## src/rtl/scan_table_loader.sv

```systemverilog
// Fill stage for the match scanner: loads (row, col, value) triplets into a register table,
// merging duplicate values into their existing slot, and wipes the table one slot per cycle on clear.
module scan_table_loader #(
  parameter int unsigned DEPTH = 9,
  parameter int unsigned W     = 8
) (
  input  logic                          clk,
  input  logic                          rst,
  input  logic                          in_valid,
  output logic                          in_ready,
  input  logic [W-1:0]                  in_row,
  input  logic [W-1:0]                  in_col,
  input  logic [W-1:0]                  in_value,
  input  logic                          clear,
  output logic [DEPTH*3*W-1:0]          table_flat,
  output logic [DEPTH-1:0]              entry_valid,
  output logic [$clog2(DEPTH+1)-1:0]    count,
  output logic                          full,
  output logic                          load_done
);

  localparam int unsigned SW = 3 * W;
  localparam int unsigned CW = $clog2(DEPTH + 1);

  typedef enum logic [1:0] {
    S_FILL  = 2'd0,
    S_FULL  = 2'd1,
    S_CLEAR = 2'd2
  } state_t;

  state_t              state_q, state_d;
  logic [SW-1:0]       slot_q [DEPTH];
  logic [SW-1:0]       slot_d [DEPTH];
  logic [DEPTH-1:0]    valid_q, valid_d;
  logic [CW-1:0]       count_q, count_d;
  logic [CW-1:0]       ptr_q, ptr_d;
  logic                full_q, full_d;
  logic                load_done_q, load_done_d;
  logic                hit;
  logic [CW-1:0]       hit_idx;

  // Ready depends only on state and clear so the source can never see a combinational loop.
  assign in_ready = (state_q == S_FILL) && !clear;

  // Lowest valid slot whose value matches the incoming key.
  always_comb begin
    hit     = 1'b0;
    hit_idx = '0;
    for (int i = DEPTH - 1; i >= 0; i--) begin
      if (valid_q[i] && (slot_q[i][SW-1 -: W] == in_value)) begin
        hit     = 1'b1;
        hit_idx = CW'(i);
      end
    end
  end

  // Next-state and datapath update.
  always_comb begin
    state_d     = state_q;
    slot_d      = slot_q;
    valid_d     = valid_q;
    count_d     = count_q;
    ptr_d       = ptr_q;
    load_done_d = 1'b0;
    case (state_q)
      S_FILL: begin
        if (clear) begin
          state_d = S_CLEAR;
          count_d = '0;
          ptr_d   = '0;
        end else if (in_valid) begin
          if (hit) begin
            for (int i = 0; i < DEPTH; i++) begin
              if (CW'(i) == hit_idx) slot_d[i] = {in_value, in_col, in_row};
            end
          end else begin
            for (int i = 0; i < DEPTH; i++) begin
              if (CW'(i) == count_q) begin
                slot_d[i]  = {in_value, in_col, in_row};
                valid_d[i] = 1'b1;
              end
            end
            count_d = CW'(count_q + CW'(1));
            if (count_d == CW'(DEPTH)) begin
              state_d     = S_FULL;
              load_done_d = 1'b1;
            end
          end
        end
      end
      S_FULL: begin
        if (clear) begin
          state_d = S_CLEAR;
          count_d = '0;
          ptr_d   = '0;
        end
      end
      S_CLEAR: begin
        for (int i = 0; i < DEPTH; i++) begin
          if (CW'(i) == ptr_q) begin
            slot_d[i]  = '0;
            valid_d[i] = 1'b0;
          end
        end
        if (ptr_q == CW'(DEPTH - 1)) begin
          state_d = S_FILL;
          ptr_d   = '0;
        end else begin
          ptr_d = CW'(ptr_q + CW'(1));
        end
      end
      default: state_d = S_FILL;
    endcase
    full_d = (count_d == CW'(DEPTH));
  end

  always_ff @(posedge clk) begin
    if (rst) begin
      state_q     <= S_FILL;
      valid_q     <= '0;
      count_q     <= '0;
      ptr_q       <= '0;
      full_q      <= 1'b0;
      load_done_q <= 1'b0;
      for (int i = 0; i < DEPTH; i++) slot_q[i] <= '0;
    end else begin
      state_q     <= state_d;
      valid_q     <= valid_d;
      count_q     <= count_d;
      ptr_q       <= ptr_d;
      full_q      <= full_d;
      load_done_q <= load_done_d;
      for (int i = 0; i < DEPTH; i++) slot_q[i] <= slot_d[i];
    end
  end

  always_comb begin
    for (int i = 0; i < DEPTH; i++) table_flat[i*SW +: SW] = slot_q[i];
  end

  assign entry_valid = valid_q;
  assign count       = count_q;
  assign full        = full_q;
  assign load_done   = load_done_q;

endmodule

```

## config.mk

```make
export PLATFORM = sky130hd
export DESIGN_NAME = scan_table_loader
export DESIGN_NICKNAME = d
export VERILOG_FILES = /design/src/rtl/scan_table_loader.sv
export SDC_FILE = /design/constraint.sdc
export NUM_CORES = 1
export LEC_CHECK = 0
export CAP_MARGIN = 20
export CORE_MARGIN = 2
export CORE_UTILIZATION = 56
export CTS_BUF_LIST = sky130_fd_sc_hd__clkbuf_4
export DETAILED_ROUTE_END_ITERATION = 12
export GPL_TIMING_DRIVEN = 0
export PLACE_DENSITY = 0.89
export SLEW_MARGIN = 40
export SYNTH_ARGS = -nofsm -noshare
export SYNTH_HDL_FRONTEND = slang
export SYNTH_SLANG_ARGS = --single-unit
```

## constraint.sdc

```tcl
create_clock -name clk -period 6 [get_ports clk]
set_clock_uncertainty 0.15 [all_clocks]
set_input_delay 1.2 -clock clk [delete_from_list [all_inputs] [get_ports clk]]
set_output_delay 1.2 -clock clk [all_outputs]
set_load 0.05 [all_outputs]
```

Word-level counts from Yosys, hierarchy flattened
Cells that the tools add are included.

Bits in registers: 237. Output and inout port bits: 232.

Bitwise gates (word level): 2. Equal/unequal tests: 83. $add $sub $neg: 2. Multiplexer cells: 87. Reduce and logical (&&, ||, !) cells: 39.

Operators by type and width (count): $mux 216 (3); $mux 24 (27); $pmux 216 s2 (1); $reduce_and 6->1 (18); $eq 8x8->1 (9); $mux 4 (15); $ne 3x2->1 const B (19); $eq 3x4->1 const A (12); $mux 1 (28); $ne 2x2->1 const B (14); $mux 9 (3); $eq 2x4->1 const A (6); $ne 2x1->1 const B (10); $pmux 9 s2 (1); $pmux 4 s2 (2); $eq 1x4->1 const A (3); $eq 4x4->1 const A (3); $eq 4x4->1 const B (3); $logic_not 4->1 (3); $mux 2 (6); $logic_and 1x1->1 (10); $add 4x1->4 const B (2); $ne 3x3->1 const B (2); $pmux 2 s3 (1); other kinds (10) (12).

Depth between registers and ports, before layout
Depth after elaboration: 17. Depth in mapped cells: 12.

Worst setup path before layout
OpenSTA, ideal clock, no wires.

Path kind: input to register. Start: input in_value[4]. End: register slot_q, in the netlist table_flat[0]. Setup slack: 2.500 ns. Data required time: 5.777 ns. Arrival: 3.277 ns. Library setup time: 0.073 ns. Stages: 12. Cell sequence: buf_6 -> xnor2_1 -> nand2_1 -> or3_4 -> and4_4 -> buf_6 -> nand3_4 -> buf_8 -> nor2_2 -> a311oi_4 -> buf_6 -> mux2i_1.

Cells in the longest elaborated chain, start to end: 15. Elaborated cells on any way between the ends: 44. Classes of those cells: eq/ne: 11; mux: 22; reduce/logical: 11.

RTL lines: start, declared (line 13) `input logic [W-1:0] in_value,`; $eq 8x8->1 (line 50) `if (valid_q[i] && (slot_q[i][SW-1 -: W] == in_value)) begin`; $logic_and 1x1->1 (line 50); $mux 1 (9 in a row) (line 50); $mux 216 (line 72) `if (hit) begin`; $mux 216 (line 71) `end else if (in_valid) begin`; $mux 216 (line 67) `if (clear) begin`; $pmux 216 s2 (line 65) `case (state_q)`; end, declared (line 32) `logic [SW-1:0] slot_q [DEPTH];`.

Several ways; a longest one is shown, not always the timed one. The select of a mux whose other input is x is not followed. A chain may end at the register's enable or synchronous reset.

Final worst setup path
Start: input clear. End: output in_ready.

Cells in the longest elaborated chain, start to end: 2.

RTL lines: start, declared (line 14) `input logic clear,`; $logic_not 1->1 (line 43) `assign in_ready = (state_q == S_FILL) && !clear;`; $logic_and 1x1->1 (line 43); end, declared (line 10) `output logic in_ready,`.

Every way passes these cells.

==> metrics.md <==
| Metric | Value |
|---|---|
| Slew HR | `42.5%` |
| Hold Crit Class | `flop to flop` |
| Hold Vio Cnt, Final | `0` |
| Reg area | `0.00474 sq mm` |
| Final Max Slew Viols | `0` |
| Max Cap Viol | `0` |
| Initial antenna violation count | `1` |
| RD Place Congestion | `0.907` |
| # resized after CTS | `0` |
| Crit path time final | `4.20 ns` |
| Status | `finished with violations` |
| Core ar. | `0.0188 sq mm` |
| Unrepaired setup endpoints after global routing | `no` |
| Logic pwr share | `16.3%` |
| Most frequent cells in the layout | `258 x clkdlybuf4s50_1, 237 x dfxtp_1, 193 x nand2b_1, 170 x mux2i_1, 84 x clkbuf_4` |
| Antenna-violating nets left | `1` |
| Post-synth EDFFs | `0` |
| Leakage Power | `5.21 nW` |
| Final Cycle Share | `70.1%` |
| Vias per inst | `5.78` |
| Max clock buf depth | `3` |
| Asr flop ratio synth | `0%` |
| CTS tree | `done` |
| Worst-Margin Slew | `0.862 ns` |
| Power Internal | `2.51 mW` |
| Synth Area in Compound Gates | `6.84%` |
| Vias in the first global route | `9707` |
| CP Launch Type | `input port` |
| DIE AREA | `0.0204 sq mm` |
| Setup crit end kind | `output port` |
| Most common cell on crit path | `clkdlybuf4s50_1` |
| CTS Hold Bufs | `0` |
| Switching power | `1.09 mW` |
| Post-route DRC | `0` |
| Xor/xnor share of the synthesized area | `6.06%` |
| Area growth syn-to-layout | `33.8%` |
| Clock power frac | `37.8%` |
| Crit-path slowest cell | `clkdlybuf4s50_1` |
| Sw Ratio | `30.3%` |
| Yosys reg bits | `237` |
| Top FF cell, synth | `dfxtp_1` |
| Clock-pin slew on the worst setup and hold paths | `0.07 ns` |
| Port bufs | `258` |
| Final wirelength | `36500 microns` |
| Setup violations, final | `0` |
| Pwr Total | `3.60 mW` |
| Cell Chain, Critical Path | `clkdlybuf4s50_1 -> nor2_1 -> clkdlybuf4s50_1` |
| Num rows | `50` |
| Area after DPL | `0.0136 sq mm` |
| WL/cell | `21.6 microns` |
| Commonest non-fill, non-tap cell in the layout | `clkdlybuf4s50_1` |
| Initial Util | `57.4%` |
| Finished Cell Area | `0.0144 sq mm` |
| Worst EP required | `4.65 ns` |
| Worst-path fanout max | `6` |
| Placed Cells | `1576` |
| Post-Layout Cell Count | `1688` |
| Die height | `143 microns` |
| Iteration-0 DRC Markers | `748` |
| Seq pwr share | `45.9%` |
| Biggest cell delay along the critical path | `0.85 ns` |
| Final nets | `1439` |
| Mux contribution to synthesized area | `15.8%` |
| Largest cells by area after synthesis | `dfxtp_1 44%, mux2i_1 16%, nand2b_1 11%, xnor2_1 5.6%, nand2_1 2.3%` |
| DR pass1 iterations | `5` |
| Clock Latency Late Sink | `0.71 ns` |
| Distinct cell type count after synthesis | `63` |
| Global-route wire length before repair | `54900 microns` |
| Clock sink count | `237` |
| Simple logic cell fraction of the synthesized area | `22.1%` |
| Largest net degree at the start of global routing | `18` |
| Worst VDD drop | `183 uV` |
| Area of the multi-input gates | `0.00558 sq mm` |
| Arrival time at the worst endpoint | `2.85 ns` |
| Clock root cell | `clkbuf_4` |
| Max H-tree Level | `2` |
| FILL cells | `1313` |
| Area leader, netlist | `dfxtp_1` |
| IO Pins | `260` |
| CP bufs+invs | `2` |
| Post-synthesis cell count | `1084` |
| Grt ovf | `0` |
| Critical path type | `input port to output port` |
| Syn nets | `1120` |
| GR Util All Layers | `35.3%` |
| Pwr Density | `250 mW/mm^2` |
| Peak Freq | `0.238 GHz` |
| Post-CTS setup buffer count | `0` |
| HPWL after DPL | `26300 microns` |
| Final setup TNS | `0 ns` |
| Layout cells sized above 1 | `9.67%` |
| Routed vias | `9754` |
| Post-synth top area share | `44.0%` |
| Post-Synth Adder-Cell Area | `0.929%` |
| Main combinational cell family by area after synthesis | `simple AND/OR/NAND/NOR gates` |
| Syn_area_per_cell | `9.94 sq um` |
| Synth warn | `0` |
| Register area share after synthesis | `44.0%` |
| Total CTS buffers | `59` |
| CP delay by family, top | `buffers and inverters` |
| Post-Synthesis Cell Area | `0.0108 sq mm` |
| Failing checks | `antenna violations` |
| Die width | `143 microns` |
## final timing paths
path	cells after the start	slack (ns)	end	from
hold reg to reg	2	0.32	table_flat[126]	table_flat[126]
setup reg to reg	10	2.66	table_flat[59]	table_flat[23]
setup / recovery	3	1.80	in_ready	clear
hold / removal	2	0.32	table_flat[126]	table_flat[126]
## final cells by class
type,instances,area share [%]
clock inverters,22,0.816
flip-flops and latches,237,32.9
repair buffers,258,17.9
diodes,6,0.104
plain buffers,70,2.93
well taps,234,2.03
inverters,9,0.234
clock buffers,84,4.37
multi-input cells,768,38.7
## synthesized netlist by cell type (2+ instances only)
cell	number
nor3_1	15
nor3b_1	4
nor2_1	24
inv_1	9
dfxtp_1	237
nand3_1	42
clkbuf_1	37
nand2b_1	193
nand4_1	17
ha_1	8
or4_1	3
buf_6	17
a21oi_1	23
buf_4	2
nor4_1	4
buf_1	2
mux2i_1	170
or3_4	3
o21ai_0	28
xnor2_1	69
o22ai_1	20
nand3b_1	25
a21o_1	2
or3_1	4
xnor2_2	3
buf_2	11
a31oi_1	3
a311oi_4	2
a211oi_1	7
nor2b_1	2
nand2_1	65
or2_1	2
## kinds of logic (layout without fill, tap and decap cells)
kind of cell / count (synthesis) / in the layout
AO/OA/AOI/OAI: 105 / 105
XOR/XNOR: 72 / 72
adder cells (fa/ha/maj): 8 / 8
buffers and inverters: 79 / 443
flip-flops: 237 / 237
multiplexers: 170 / 170
other: 0 / 6
AND/OR/NAND/NOR: 413 / 413
## layer usage
| layer | wire (microns) | global-route usage (%) | vias to the layer above |
|---|---|---|---|
| met5 | 0 | 0 | - |
| met4 | 1980 | 18.3 | 0 |
| met3 | 3380 | 9.42 | 134 |
| met2 | 16800 | 57.2 | 535 |
| met1 | 14400 | 43.3 | 4672 |
| li1 | - | - | 4413 |
## power groups by stage
stage	registers (mW)	clock network (mW)	logic (mW)
6_report	1.65	1.36	0.586
4_1_cts	1.65	1.37	0.580
2_1_floorplan	1.82	0	0.240
3_3_place_gp	1.69	0	0.569
5_1_grt	1.66	1.46	0.611
3_5_place_dp	1.69	0	0.577
## through the flow
stage | setup slack (ns) | hold WS [ns] | utilization (%)
floorplan | 2.50 | 0.337 | -
global placement | 1.39 | 0.308 | 72.7
detailed placement | 1.34 | 0.311 | 72.7
CTS | 1.82 | 0.325 | 76.7
global route | 1.74 | 0.343 | 76.8
finish | 1.80 | 0.324 | 76.8
## state kept, by name, summed over array words and instances (netlist names)
| signal | count |
|---|---|
| count | 4 |
| entry_valid | 9 |
| full | 1 |
| load_done | 1 |
| ptr_q | 4 |
| state_q | 2 |
| table_flat | 216 |
## worst min-delay path: cells and delay by family (launching register included)
| family | cells | cell delay [ns] |
|---|---|---|
| DFF | 1 | 0.31 |
| and+or+nand+nor | 1 | 0.06 |
| muxes | 1 | 0.05 |
Note: power is estimated with default switching activity, not from simulation.
